--- src/rtl/ball_controller.sv ---
// Pong game sequencer: ball position/direction, serve hold, paddle/wall collisions and scoring.
// Advances once per frame_tick; every output is a flop updated on the pixel_clk edge.
`timescale 1ns/1ps
module ball_controller #(
  parameter int SCREEN_W       = 640,
  parameter int SCREEN_H       = 480,
  parameter int BALL_SIZE      = 8,
  parameter int PADDLE_W       = 8,
  parameter int PADDLE_H       = 64,
  parameter int LEFT_PADDLE_X  = 16,
  parameter int RIGHT_PADDLE_X = 616,
  parameter int SPEED          = 2,
  parameter int SERVE_FRAMES   = 60,
  parameter int WIN_SCORE      = 7
) (
  input  logic       pixel_clk,
  input  logic       reset_n,
  input  logic       frame_tick,
  input  logic       start,
  input  logic [9:0] left_paddle_y,
  input  logic [9:0] right_paddle_y,
  output logic [9:0] ball_x,
  output logic [9:0] ball_y,
  output logic       ball_visible,
  output logic [3:0] left_score,
  output logic [3:0] right_score,
  output logic       game_over,
  output logic [2:0] dbg_state
);

  typedef enum logic [2:0] {
    S_IDLE      = 3'd0,
    S_SERVE     = 3'd1,
    S_PLAY      = 3'd2,
    S_POINT     = 3'd3,
    S_GAME_OVER = 3'd4
  } state_t;

  localparam logic [9:0]  CX       = 10'(SCREEN_W / 2 - BALL_SIZE / 2);
  localparam logic [9:0]  CY       = 10'(SCREEN_H / 2 - BALL_SIZE / 2);
  localparam logic [10:0] SPD      = 11'(SPEED);
  localparam logic [10:0] BS       = 11'(BALL_SIZE);
  localparam logic [10:0] PH       = 11'(PADDLE_H);
  localparam logic [10:0] SW       = 11'(SCREEN_W);
  localparam logic [10:0] SH       = 11'(SCREEN_H);
  localparam logic [10:0] L_FACE   = 11'(LEFT_PADDLE_X + PADDLE_W);
  localparam logic [10:0] R_FACE   = 11'(RIGHT_PADDLE_X);
  localparam logic [15:0] CNT_LOAD = 16'((SERVE_FRAMES == 0) ? 1 : SERVE_FRAMES);
  localparam logic [3:0]  WIN      = 4'(WIN_SCORE);

  state_t      state_q, state_d;
  logic [9:0]  ball_x_q, ball_x_d, ball_y_q, ball_y_d;
  logic        dx_q, dx_d;   // 1 = moving right
  logic        dy_q, dy_d;   // 1 = moving down
  logic [3:0]  left_score_q, left_score_d, right_score_q, right_score_d;
  logic [15:0] cnt_q, cnt_d;
  logic        left_scored_q, left_scored_d;
  logic        visible_q, visible_d, game_over_q, game_over_d;

  logic [10:0] x11, y11, lp11, rp11, px, py;
  logic        pdx, pdy, ovl_l, ovl_r, miss, miss_left_scores;
  logic [3:0]  new_score;

  // Candidate PLAY update; both axes use the pre-tick position.
  always_comb begin
    x11   = {1'b0, ball_x_q};
    y11   = {1'b0, ball_y_q};
    lp11  = {1'b0, left_paddle_y};
    rp11  = {1'b0, right_paddle_y};
    ovl_l = (y11 + BS > lp11) && (y11 < lp11 + PH);
    ovl_r = (y11 + BS > rp11) && (y11 < rp11 + PH);
    px    = x11;
    py    = y11;
    pdx   = dx_q;
    pdy   = dy_q;
    miss  = 1'b0;
    miss_left_scores = 1'b0;

    if (!dy_q) begin
      if (y11 <= SPD) begin
        py  = 11'd0;
        pdy = 1'b1;
      end else begin
        py  = y11 - SPD;
      end
    end else begin
      if (y11 + BS + SPD >= SH) begin
        py  = SH - BS;
        pdy = 1'b0;
      end else begin
        py  = y11 + SPD;
      end
    end

    // Hit needs the ball at or in front of the face; behind it only the miss boundary applies.
    if (!dx_q) begin
      if ((x11 >= L_FACE) && (x11 - SPD <= L_FACE) && ovl_l) begin
        px  = L_FACE;
        pdx = 1'b1;
      end else if (x11 <= SPD) begin
        px   = 11'd0;
        miss = 1'b1;
        miss_left_scores = 1'b0;
      end else begin
        px  = x11 - SPD;
      end
    end else begin
      if ((x11 + BS <= R_FACE) && (x11 + BS + SPD >= R_FACE) && ovl_r) begin
        px  = R_FACE - BS;
        pdx = 1'b0;
      end else if (x11 + BS + SPD >= SW) begin
        px   = SW - BS;
        miss = 1'b1;
        miss_left_scores = 1'b1;
      end else begin
        px  = x11 + SPD;
      end
    end
  end

  always_comb begin
    state_d       = state_q;
    ball_x_d      = ball_x_q;
    ball_y_d      = ball_y_q;
    dx_d          = dx_q;
    dy_d          = dy_q;
    left_score_d  = left_score_q;
    right_score_d = right_score_q;
    cnt_d         = cnt_q;
    left_scored_d = left_scored_q;
    new_score     = (left_scored_q ? left_score_q : right_score_q) + 4'd1;

    case (state_q)
      S_IDLE: begin
        ball_x_d = CX;
        ball_y_d = CY;
        if (start) begin
          state_d = S_SERVE;
          cnt_d   = CNT_LOAD;
        end
      end
      S_SERVE: begin
        if (frame_tick) begin
          if (cnt_q <= 16'd1) begin
            cnt_d   = 16'd0;
            state_d = S_PLAY;
          end else begin
            cnt_d   = cnt_q - 16'd1;
          end
        end
      end
      S_PLAY: begin
        if (frame_tick) begin
          ball_x_d = px[9:0];
          ball_y_d = py[9:0];
          dx_d     = pdx;
          dy_d     = pdy;
          if (miss) begin
            state_d       = S_POINT;
            left_scored_d = miss_left_scores;
          end
        end
      end
      S_POINT: begin
        if (left_scored_q) left_score_d = new_score;
        else               right_score_d = new_score;
        if (new_score == WIN) begin
          state_d = S_GAME_OVER;
        end else begin
          ball_x_d = CX;
          ball_y_d = CY;
          dx_d     = left_scored_q;  // serve toward the player who conceded
          cnt_d    = CNT_LOAD;
          state_d  = S_SERVE;
        end
      end
      S_GAME_OVER: begin
        if (start) begin
          left_score_d  = 4'd0;
          right_score_d = 4'd0;
          ball_x_d      = CX;
          ball_y_d      = CY;
          dx_d          = 1'b1;
          dy_d          = 1'b1;
          cnt_d         = CNT_LOAD;
          state_d       = S_SERVE;
        end
      end
      default: state_d = S_IDLE;
    endcase

    visible_d   = (state_d != S_GAME_OVER);
    game_over_d = (state_d == S_GAME_OVER);
  end

  always_ff @(posedge pixel_clk or negedge reset_n) begin
    if (!reset_n) begin
      state_q       <= S_IDLE;
      ball_x_q      <= CX;
      ball_y_q      <= CY;
      dx_q          <= 1'b1;
      dy_q          <= 1'b1;
      left_score_q  <= 4'd0;
      right_score_q <= 4'd0;
      cnt_q         <= 16'd0;
      left_scored_q <= 1'b0;
      visible_q     <= 1'b1;
      game_over_q   <= 1'b0;
    end else begin
      state_q       <= state_d;
      ball_x_q      <= ball_x_d;
      ball_y_q      <= ball_y_d;
      dx_q          <= dx_d;
      dy_q          <= dy_d;
      left_score_q  <= left_score_d;
      right_score_q <= right_score_d;
      cnt_q         <= cnt_d;
      left_scored_q <= left_scored_d;
      visible_q     <= visible_d;
      game_over_q   <= game_over_d;
    end
  end

  assign ball_x       = ball_x_q;
  assign ball_y       = ball_y_q;
  assign ball_visible = visible_q;
  assign left_score   = left_score_q;
  assign right_score  = right_score_q;
  assign game_over    = game_over_q;
  assign dbg_state    = state_q;

endmodule

--- config.mk ---
export PLATFORM = sky130hd
export DESIGN_NAME = ball_controller
export DESIGN_NICKNAME = d
export VERILOG_FILES = /design/src/rtl/ball_controller.sv
export SDC_FILE = /design/constraint.sdc
export NUM_CORES = 1
export LEC_CHECK = 0
export ABC_AREA = 1
export CAP_MARGIN = 15
export CORE_ASPECT_RATIO = 0.9
export CORE_MARGIN = 3
export CORE_UTILIZATION = 35
export DETAILED_ROUTE_END_ITERATION = 8
export SYNTH_ARGS = -nofsm -noshare
export SYNTH_HDL_FRONTEND = slang
export SYNTH_SLANG_ARGS = --single-unit
export TNS_END_PERCENT = 5
--- constraint.sdc ---
create_clock -name pixel_clk -period 2.7 [get_ports pixel_clk]
set_input_delay 0.54 -clock pixel_clk [delete_from_list [all_inputs] [get_ports pixel_clk]]
set_output_delay 0.54 -clock pixel_clk [all_outputs]
set_load 0.02 [all_outputs]
Word-level counts from Yosys, hierarchy flattened:

Cells that the tools add are included.

* word-level logic and storage cells: 122
* output and inout bits: 33
* input port bits: 24
* bits in registers: 52

* muxes and demuxes: 52
* equal/unequal tests: 14
* add/sub/neg operators: 12
* reductions and logical operators: 20
* $lt $le $gt $ge: 13

Operator list (count)
* two-way mux 10 bit: 14
* one-hot mux 10 bit (4 select lines): 2
* two-way mux 16 bit: 4
* one-hot mux 16 bit (3 select lines): 1
* adder 10 x 4 -> 11 bit, second input constant: 2
* adder 10 x 7 -> 11 bit, second input constant: 2
* adder 11 x 2 -> 11 bit, second input constant: 2
* greater-or-equal comparator 11 x 10 -> 1 bit, second input constant: 2
* greater-than comparator 11 x 10 -> 1 bit: 2
* less-than comparator 10 x 11 -> 1 bit: 2
* adder 10 x 2 -> 10 bit, second input constant: 2
* <= comparator 10 x 2 -> 1 bit, second input constant: 2
* two-way mux 3 bit: 6
* <= comparator 16 x 1 -> 1 bit, second input constant: 1
* two-way mux 1 bit: 16
* two-way mux 4 bit: 4
* one-hot mux 4 bit (2 select lines): 2
* subtractor 16 x 1 -> 16 bit, second input constant: 1
* inequality test 2 bit, second input constant: 6
* one-hot mux 3 bit (4 select lines): 1
* AND reduction 3 bit: 4
* AND reduction 4 bit: 3
* greater-or-equal comparator 11 x 9 -> 1 bit, second input constant: 1
* <= comparator 11 x 10 -> 1 bit, second input constant: 1
* other kinds (19): 28

Longest topological paths before layout:

Gate-level depths: netlist of run 1.

* depth after elaboration: 11
* mapped depth: 19
* depth with buffers taken out: 19

Worst setup path after synthesis of run 1:

No wires, ideal clock.

* kind: flip-flop to flip-flop
* start: reg ball_y_q[3], in the netlist ball_y[3]
* end: reg ball_x_q[1], in the netlist ball_x[1]
* period minus slack after synthesis: 2.636 ns
* path slack: 0.064 ns
* buffers on the path: 0
* library setup time: 0.118 ns
* data arrival time: 2.519 ns
* data required time: 2.582 ns
* stages on the path, launching flop included: 18
* cell sequence: dfstp_2 > ha_1 > nand3_1 > inv_1 > nand3_1 > xor2_1 > ha_1 > inv_1 > o211ai_1 > nor2_1 > nand2_1 > nand2_1 > nor2_1 > nand3_4 > nand3_2 > nand2_1 > nand3_1 > nand2_1

* cells in the longest elaborated chain, start to end: 8
* elaborated cells between the ends (all ways): 14
* those cells by class: add/sub (1); order compare (4); mux (5); reduce/logical (4)

RTL lines
* from (decl): line 52 `logic [9:0] ball_x_q, ball_x_d, ball_y_q, ball_y_d;`
* from (signal assigned): line 212 `ball_y_q <= ball_y_d;`
* adder 10 x 4 -> 11 bit: line 70, 71
* greater-than comparator 11 x 10 -> 1 bit, on equally long branches: line 70, 71
* logical AND 1 bit, on equally long branches: line 70, 71
* logical AND 1 bit, on equally long branches: line 97, 108
* two-way mux 10 bit, on equally long branches: line 97, 108
* two-way mux 10 bit *: line 96 `if (!dx_q) begin`
* two-way mux 10 bit *: line 153 `if (frame_tick) begin`
* one-hot mux 10 bit (4 select lines) *: line 133 `case (state_q)`
* to (signal assigned): line 211 `ball_x_q <= ball_x_d;`
* to (decl): line 52

Every way passes the cells marked *; elsewhere a longest branch is shown, timed or not. The select of a mux whose other input is x is not followed.
A chain may end at the register's enable or synchronous reset.

Final worst setup path of run 1:

* start: reg ball_y_q[3], in the netlist ball_y[3]
* end: reg ball_x_q[2], in the netlist ball_x[2]

The elaborated chain is that of the path after synthesis.

==> flow_summary.json, run 1 <==
{
  "clock-sinks": 50,
  "drtIter0Drc": 239,
  "power_density_mw_per_mm2": 475,
  "synth-edff-count": 0,
  "async_reset_ff_frac": 1.00,
  "final_core_util": 0.457,
  "min_path_type": "in2async",
  "arrival_ns": 2.76,
  "core_mm2": 0.0142,
  "ys_ff_latch": 50,
  "grt.busiest_layer": "met2",
  "grt_usage": 0.167,
  "vias_per_cell": 4.77,
  "h-tree-depth": 2,
  "cts_max_path_buffers": 2,
  "fin_setup_tns_ns": 0,
  "worstMarginPinSlew_ns": 0.630,
  "crit_path_end_kind": "register",
  "ios": 57,
  "first_pass_iters": 5,
  "tritoncts": "yes",
  "start_kind": "register",
  "grt_pass1_wl_mm": 22.4,
  "r2r_slack_ns": 0.16,
  "maxSlewHeadroom": 0.580,
  "criticalPathCategory": "reg2reg",
  "wirelength_mm": 13.2,
  "port_buffers": 54,
  "overflow": 0,
  "reg2regPathDepth": 15,
  "hold_buffers": 0,
  "cts_root_buffer": "clkbuf_16",
  "grt_pass1_vias": 4597,
  "cts_made_buffers": 5,
  "drive_gt1_frac": 0.178,
  "netlist_area_mm2": 0.00510,
  "die_w_um": 133,
  "diodes": 0,
  "antenna_found_initial": 0,
  "max_cap_viol_count": 0,
  "placementRows": 41,
  "gp_congestion": 0.853,
  "syn_to_final_growth_pct": 26.9,
  "fmaxAchievable_ghz": 0.393,
  "yosysSeqAreaShare": 0.248,
  "die_h_um": 121,
  "leakagePower_nw": 3.04,
  "worst_hold_slack_ns": 0.256,
  "drv_slew": 0,
  "clk_pin_slew_worst_paths_ns": 0.07,
  "synth_ff_type": "dfrtp_1",
  "yosys_warnings": 0,
  "synthCells": 728,
  "dp_slack_ns": -0.149,
  "crit_fanout": 4,
  "grt_max_degree": 29,
  "critPathRequiredTime_ns": 2.92,
  "postRouteAntennaNets": 0,
  "nNetsFinal": 896,
  "grt_util_met3": 0.0179,
  "setup_viol": 0,
  "outcome": "finished, final reports clean",
  "finalHoldViolCount": 0,
  "period_needed_ns": 2.54,
  "fin_total_pwr_w": 0.00308,
  "num_vias": 4832,
  "hpwlAfterDp_mm": 10.6,
  "skew_ns": 0.00817,
  "drcViolationCount": 0,
  "fin_ws_ns": 0.156,
  "grt_use_met2": 0.266,
  "synth_area_per_cell_um2": 7.01,
  "fillers": 1484,
  "rr_startpoint": "ball_y[3]$_DFFE_PN1P_",
  "initial_core_util": 0.361,
  "clk_latency_ns": 0.30,
  "die_area_mm2": 0.0161,
  "grtUsageMet1": 0.248,
  "wl_per_cell_um": 13.0,
  "r2r-end": "ball_x[2]$_DFFE_PN1P_",
  "ys_types": 57,
  "ir_worst_vdd_mv": 0.412,
  "finalCritPeriodShare": 0.942
}
==> registers in the layout, summed over array words and instances (netlist names) <==
name / cells
ball_x: 9
dy_q: 1
ball_visible: 1
right_score: 4
left_score: 4
dx_q: 1
left_scored_q: 1
dbg_state: 3
cnt_q: 16
game_over: 1
ball_y: 9
==> Yosys cell counts (2+ instances only) <==
cell type,count,area share
a211oi_1,3,0.0044
a21boi_0,2,0.0029
a21oi_1,37,0.036
a22oi_1,2,0.0029
buf_2,4,0.0039
buf_4,3,0.0044
buf_6,5,0.011
clkbuf_2,2,0.0020
clkbuf_8,2,0.0054
dfrtp_1,37,0.18
dfstp_2,13,0.067
ha_1,52,0.13
inv_1,102,0.075
inv_2,9,0.0066
mux2i_1,2,0.0039
nand2_1,157,0.12
nand2_2,13,0.016
nand2_4,2,0.0044
nand3_1,36,0.035
nand3_2,5,0.0098
nand3_4,2,0.0069
nand3b_1,2,0.0029
nand4_1,14,0.017
nand4_2,2,0.0049
nor2_1,82,0.060
nor2_2,3,0.0037
nor2_4,4,0.0088
nor3_1,15,0.015
nor3_2,4,0.0078
nor3b_1,2,0.0029
o211ai_1,6,0.0088
o21a_1,2,0.0029
o21ai_0,33,0.032
o21ai_1,9,0.0088
o221ai_1,2,0.0034
o22ai_1,3,0.0037
o31ai_1,2,0.0029
xnor2_1,9,0.015
xor2_1,24,0.041
xor2_2,3,0.0096
==> area by class of cell <==
cell class                 instances  area [µm²]  area share
sequential                        50        1270       0.196
tap                              193         241      0.0373
timing repair buffer             101         892       0.138
multi-input combinational        550        3500       0.540
clock inverter                     2        16.3     0.00251
clock buffer                       6         139      0.0214
inverter                         112         423      0.0653
==> critical path: stages (launching register included) <==
cell     delay [ns]
dfstp_2        0.56
ha_4           0.15
nand3_4        0.10
inv_2          0.08
nand3_4        0.09
xor2_4         0.22
ha_4           0.29
inv_2          0.04
nor3_4         0.18
nand4_1        0.13
nand2_1        0.13
nand4_4        0.15
a21oi_2        0.16
nand2_1        0.05
nand2_1        0.05
o21ai_1        0.06
==> stage by stage <==
stage	area [µm²]	instances
3_3_place_gp	6060	1001
4_1_cts	6240	1009
5_1_grt	6480	1014
6_report	6480	1014
3_5_place_dp	6060	1001
2_1_floorplan	5110	729
==> power by group <==
| group | switching, W | internal (W) |
|---|---|---|
| clock network | 0.000297 | 0.000373 |
| logic | 0.000830 | 0.000519 |
| registers | 0.000151 | 0.000908 |
==> worst max path at each step <==
| stage | slack [ns] | to | cells after the start | start |
|---|---|---|---|---|
| 2_1_floorplan | 0.06 | ball_x[1]$_DFFE_PN0P_ | 17 | ball_y[3]$_DFFE_PN1P_ |
| 3_3_place_gp | -0.13 | ball_x[4]$_DFFE_PN1P_ | 16 | left_paddle_y[6] |
| 3_5_place_dp | -0.15 | ball_x[4]$_DFFE_PN1P_ | 16 | left_paddle_y[6] |
| 4_1_cts | 0.008 | ball_x[2]$_DFFE_PN1P_ | 15 | ball_y[3]$_DFFE_PN1P_ |
| 5_1_grt | -0.03 | ball_y[9]$_DFFE_PN0P_ | 17 | ball_y[3]$_DFFE_PN1P_ |
| 6_report | 0.16 | ball_x[2]$_DFFE_PN1P_ | 15 | ball_y[3]$_DFFE_PN1P_ |
==> layout by cell type, fill, tap and decap left out, drive strengths merged, types with 2 or more instances in the layout <==
master           n
dfrtp           37
nor2            89
xnor2            9
clkbuf           6
buf             48
o22ai            3
dfstp           13
o221ai           2
o211ai           6
a21oi           38
o21ai           43
nor3            19
inv            113
a211oi           3
a22oi            2
nand2          172
o21a             2
o31ai            2
nor3b            2
a21boi           2
nand4           16
ha              52
conb             2
clkdlybuf4s50   53
nand3           43
a31oi            2
xor2            27
nand3b           2
mux2i            2
==> kinds of logic (layout without fill, tap and decap cells) <==
kind of cell,count (synthesis),count (layout),share of synthesized area
mux,2,2,0.00392
compound gates,112,112,0.128
buf+inv,129,221,0.110
xor+xnor,36,36,0.0662
simple gates,346,346,0.315
other cells,1,2,0.000735
flops,50,50,0.248
fa+ha+maj,52,52,0.127
==> per-layer routing <==
layer / share of wire / vias up
met2: 0.45 / 76
met4: 0.0073 / 0
met3: 0.029 / 8
li1: - / 2549
met1: 0.52 / 2199
met5: 0 / -
==> repair_timing <==
action,in CTS,in global routing
buffers inserted,0,5
resized for setup,6,31
endpoints found under the hold margin,0,0
pin swaps,0,15
setup endpoints to repair,9,10
No activity file was read; power rests on OpenSTA's default activity.
==> run 2, diff against run 1 <==
--- a/config.mk
+++ b/config.mk
@@ -7,7 +7,6 @@
 export LEC_CHECK = 0
 export ABC_AREA = 1
 export CAP_MARGIN = 15
-export CORE_ASPECT_RATIO = 0.9
 export CORE_MARGIN = 3
 export CORE_UTILIZATION = 35
 export DETAILED_ROUTE_END_ITERATION = 8
==> flow_summary.json, run 2 (synthesis gave the netlist of run 1 again) <==
{
  "clock-sinks": 50,
  "num_vias": 4818,
  "crit_top_cell": "nand2_1",
  "cts_root_buffer": "clkbuf_16",
  "crit_path_end_kind": "register",
  "crit_buf_inv": 2,
  "top_register": "cnt_q",
  "criticalPathCategory": "reg2reg",
  "drcViolationCount": 0,
  "initial_core_util": 0.362,
  "wl_per_cell_um": 13.5,
  "max_cap_viol_count": 0,
  "placementRows": 43,
  "critPathRequiredTime_ns": 2.89,
  "ir_worst_vdd_mv": 0.490,
  "nNetsFinal": 893,
  "die_w_um": 127,
  "crit_fanout": 4,
  "path_delay_family": "simple AND/OR/NAND/NOR gates",
  "syn_to_final_growth_pct": 26.5,
  "fin_setup_tns_ns": 0,
  "arrival_ns": 2.79,
  "die_h_um": 127,
  "grt_max_degree": 23,
  "grt_usage": 0.166,
  "largest_register_ffs": 16,
  "dp_slack_ns": -0.0875,
  "tritoncts": "yes",
  "cpMaxStageDelayCell": "dfstp_2",
  "ios": 57,
  "drtIter0Drc": 268,
  "wirelength_mm": 13.5,
  "outcome": "finished, final reports clean",
  "power_density_mw_per_mm2": 490,
  "diodes": 0,
  "fillers": 1444,
  "skew_ns": 0.0109,
  "slowest_delay_ns": 0.60,
  "hpwlAfterDp_mm": 10.4,
  "drive_gt1_frac": 0.175,
  "fin_ws_ns": 0.100,
  "clk_pin_slew_worst_paths_ns": 0.07,
  "final_common_cell": "nand2_1",
  "start_kind": "register",
  "hold_buffers": 0,
  "dpl_cell_area_mm2": 0.00601,
  "finalCritPeriodShare": 0.963,
  "grt_pass1_vias": 4702,
  "path_cells": "nand3_4 > buf_4 > xor2_2 > inv_2 > ha_1 > a21oi_1 > o21ai_0 > a21oi_1 > nand2_1 > nand4_4 > nand4_1 > nand2_1 > nand2_1",
  "postRouteAntennaNets": 0,
  "grt_pass1_wl_mm": 22.4,
  "finalHoldViolCount": 0,
  "fmaxAchievable_ghz": 0.385,
  "period_needed_ns": 2.60,
  "vias_per_cell": 4.83,
  "antenna_found_initial": 0,
  "setup_viol": 0,
  "drv_slew": 0,
  "maxSlewHeadroom": 0.627,
  "cts_made_buffers": 5,
  "leakagePower_nw": 3.04,
  "final_core_util": 0.458,
  "min_path_type": "in2async",
  "clk_latency_ns": 0.30,
  "core_mm2": 0.0141,
  "layout_common_cells": "nand2_1, inv_1, nor2_1",
  "worstMarginPinSlew_ns": 0.557,
  "h-tree-depth": 2,
  "gp_congestion": 0.862,
  "overflow": 0,
  "final_area_mm2": 0.00646,
  "rsz0062_at_grt": "true",
  "die_area_mm2": 0.0161,
  "port_buffers": 54,
  "cts_max_path_buffers": 2,
  "first_pass_iters": 5
}
[run 2: cell types whose count changed in the layout (fill, tap and decap cells not counted), sizes merged]
cell | before | now
bufinv | 0 | 1
clkinvlp | 1 | 0
buf | 48 | 45
[run 2: metrics by stage]
stage	power, W	hold WS (ns)	cells
after floorplan	0.00204	0.244	729
after global placement	0.00240	0.502	983
after detailed placement	0.00240	0.494	983
after CTS	0.00318	0.235	991
after global routing	0.00345	0.257	998
final	0.00317	0.212	998
[run 2: path summary, 6_finish.rpt]
path | start | to | slack, ns | depth (start not counted)
worst max-delay path | ball_y[5]$_DFFE_PN1P_ | left_scored_q$_DFFE_PN0P_ | 0.10 | 13
worst min-delay path | reset_n | left_score[1]$_DFFE_PN0P_ | 0.21 | 1
worst max register to register | ball_y[5]$_DFFE_PN1P_ | left_scored_q$_DFFE_PN0P_ | 0.10 | 13
worst min register to register | left_score[0]$_DFFE_PN0P_ | left_score[0]$_DFFE_PN0P_ | 0.51 | 2
max in group asynchronous | reset_n | ball_y[3]$_DFFE_PN1P_ | 1.77 | 2
min in group pixel_clk | left_score[0]$_DFFE_PN0P_ | left_score[0]$_DFFE_PN0P_ | 0.51 | 2
[run 2: what timing repair did]
item / in CTS / in global routing
setup buffers: 0 / 8
setup endpoints to repair: 9 / 9
pin swaps: 0 / 14
hold endpoints to repair: 0 / 0
gates resized for setup: 4 / 31
[run 2: area by class of cell]
cell class                      count  area, µm²  share of cell area
Clock inverter                      2       38.8             0.00601
Inverter                          112        423              0.0655
Multi-Input combinational cell    550       3490               0.541
Timing Repair Buffer               98        873               0.135
Sequential cell                    50       1270               0.196
Clock buffer                        6        139              0.0215
Tap cell                          180        225              0.0349
[run 2: report_power, final]
part | switching, W | total, W | internal [W]
logic | 0.000839 | 0.00135 | 0.000508
registers | 0.000148 | 0.00106 | 0.000907
clock network | 0.000298 | 0.000764 | 0.000467
[run 2: routing by layer]
layer  GRT usage  vias to the layer above  share of wire
li1            -                     2529              -
met5           0                        -              0
met2       0.276                       81           0.46
met4      0.0303                        0         0.0073
met3      0.0236                       10          0.034
met1       0.232                     2198           0.50
==> run 3, diff against run 2 <==
--- a/config.mk
+++ b/config.mk
@@ -10,6 +10,7 @@
 export CORE_MARGIN = 3
 export CORE_UTILIZATION = 35
 export DETAILED_ROUTE_END_ITERATION = 8
+export SETUP_SLACK_MARGIN = 0.15
 export SYNTH_ARGS = -nofsm -noshare
 export SYNTH_HDL_FRONTEND = slang
 export SYNTH_SLANG_ARGS = --single-unit
==> flow_summary.json, run 3 (synthesis gave the netlist of run 1 again) <==
{
  "setup_viol": 0,
  "grt_pass1_vias": 4949,
  "final_area_mm2": 0.00653,
  "fmaxAchievable_ghz": 0.386,
  "hpwlAfterDp_mm": 10.3,
  "min_path_type": "in2async",
  "leakagePower_nw": 3.05,
  "grt_usage": 0.173,
  "worstMarginPinSlew_ns": 0.524,
  "largest_register_ffs": 16,
  "syn_to_final_growth_pct": 27.9,
  "drv_slew": 0,
  "wirelength_mm": 13.9,
  "layout.cells.non_filler": 998,
  "grt_util_met3": 0.0194,
  "final_common_cell": "nand2_1",
  "ir_worst_vdd_mv": 0.420,
  "diodes": 0,
  "initial_core_util": 0.362,
  "antenna_found_initial": 0,
  "worst_hold_slack_ns": 0.236,
  "layout_common_cells": "nand2_1, inv_1, nor2_1",
  "period_needed_ns": 2.59,
  "clock-sinks": 50,
  "ios": 57,
  "grt_use_met2": 0.293,
  "grt_max_degree": 51,
  "grtUsageMet1": 0.243,
  "crit_fanout": 5,
  "arrival_ns": 2.81,
  "clk_pin_slew_worst_paths_ns": 0.07,
  "num_vias": 4899,
  "nNetsFinal": 893,
  "max_cap_viol_count": 0,
  "cts_made_buffers": 5,
  "die_w_um": 127,
  "postRouteAntennaNets": 0,
  "grt.busiest_layer": "met2",
  "fin_total_pwr_w": 0.00319,
  "port_buffers": 54,
  "tritoncts": "yes",
  "cts_max_path_buffers": 2,
  "crit_path_end_kind": "register",
  "start_kind": "register",
  "drcViolationCount": 0,
  "gp_congestion": 0.861,
  "maxSlewHeadroom": 0.648,
  "placementRows": 43,
  "fin_setup_tns_ns": 0,
  "drive_gt1_frac": 0.186,
  "clk_latency_ns": 0.29,
  "vias_per_cell": 4.91,
  "outcome": "finished, final reports clean",
  "rsz0062_at_grt": "true",
  "critPathRequiredTime_ns": 2.92,
  "power_density_mw_per_mm2": 488,
  "top_register": "cnt_q",
  "finalCritPeriodShare": 0.959,
  "die_h_um": 127,
  "die_area_mm2": 0.0161,
  "grt_pass1_wl_mm": 23.5,
  "dp.cells": 978,
  "hold_buffers": 0,
  "dpl_cell_area_mm2": 0.00600,
  "skew_ns": 0.00792,
  "wl_per_cell_um": 14.0,
  "criticalPathCategory": "reg2reg",
  "finalHoldViolCount": 0,
  "core_mm2": 0.0141,
  "cts_root_buffer": "clkbuf_16",
  "h-tree-depth": 2,
  "drtIter0Drc": 286,
  "overflow": 0,
  "first_pass_iters": 5
}
## run 3: cell type report
class	instances	area, µm²
timing repair buffer	98	882
inverter	112	423
tap	180	225
clock inverter	2	38.8
multi-input combinational	550	3560
sequential	50	1270
clock buffer	6	139
fill	1427	7560
## run 3: where the power goes
part | internal (W) | switching [W]
Sequential | 0.000907 | 0.000152
Clock | 0.000467 | 0.000297
Combinational | 0.000508 | 0.000855
## run 3: what timing repair did
item	CTS	global route
gates resized for setup	13	32
pin swaps	10	15
setup buffers	7	5
setup endpoints to repair	9	26
## run 3: worst paths after layout
kind	from	to	slack, ns	depth (start not counted)
hold / removal	reset_n	right_score[1]$_DFFE_PN0P_	0.24	2
setup reg to reg	ball_y[3]$_DFFE_PN1P_	ball_x[2]$_DFFE_PN1P_	0.11	16
max in group asynchronous	reset_n	ball_y[5]$_DFFE_PN1P_	2.17	2
hold reg to reg	left_score[1]$_DFFE_PN0P_	left_score[1]$_DFFE_PN0P_	0.52	2
setup / recovery	ball_y[3]$_DFFE_PN1P_	ball_x[2]$_DFFE_PN1P_	0.11	16
min in group pixel_clk	left_score[1]$_DFFE_PN0P_	left_score[1]$_DFFE_PN0P_	0.52	2
## run 3: worst max-delay path, stage by stage, from the launching register on
cell and delay [ns]:
dfstp_2 0.61, ha_4 0.17, nand3_4 0.09, xor2_2 0.19, inv_2 0.06, buf_6 0.12, ha_4 0.26, nand2_2 0.06
nor3_4 0.20, buf_4 0.14, a21oi_2 0.05, nand2_2 0.09, nand4_4 0.15, a21oi_2 0.17, nand2_1 0.06, nand2_1 0.05
o21ai_1 0.06
## run 3: stage by stage
stage / utilization / setup slack [ns]
6_report: 0.463 / 0.112
3_5_place_dp: 0.425 / -0.0942
4_1_cts: 0.446 / 0.120
5_1_grt: 0.463 / -0.0618
2_1_floorplan: - / 0.133
3_3_place_gp: 0.425 / -0.0637
## run 3: layer usage
layer | share of wire | routed length [µm]
met4 | 0.0083 | 115
met2 | 0.47 | 6480
met1 | 0.48 | 6670
met5 | 0 | 0
met3 | 0.047 | 660
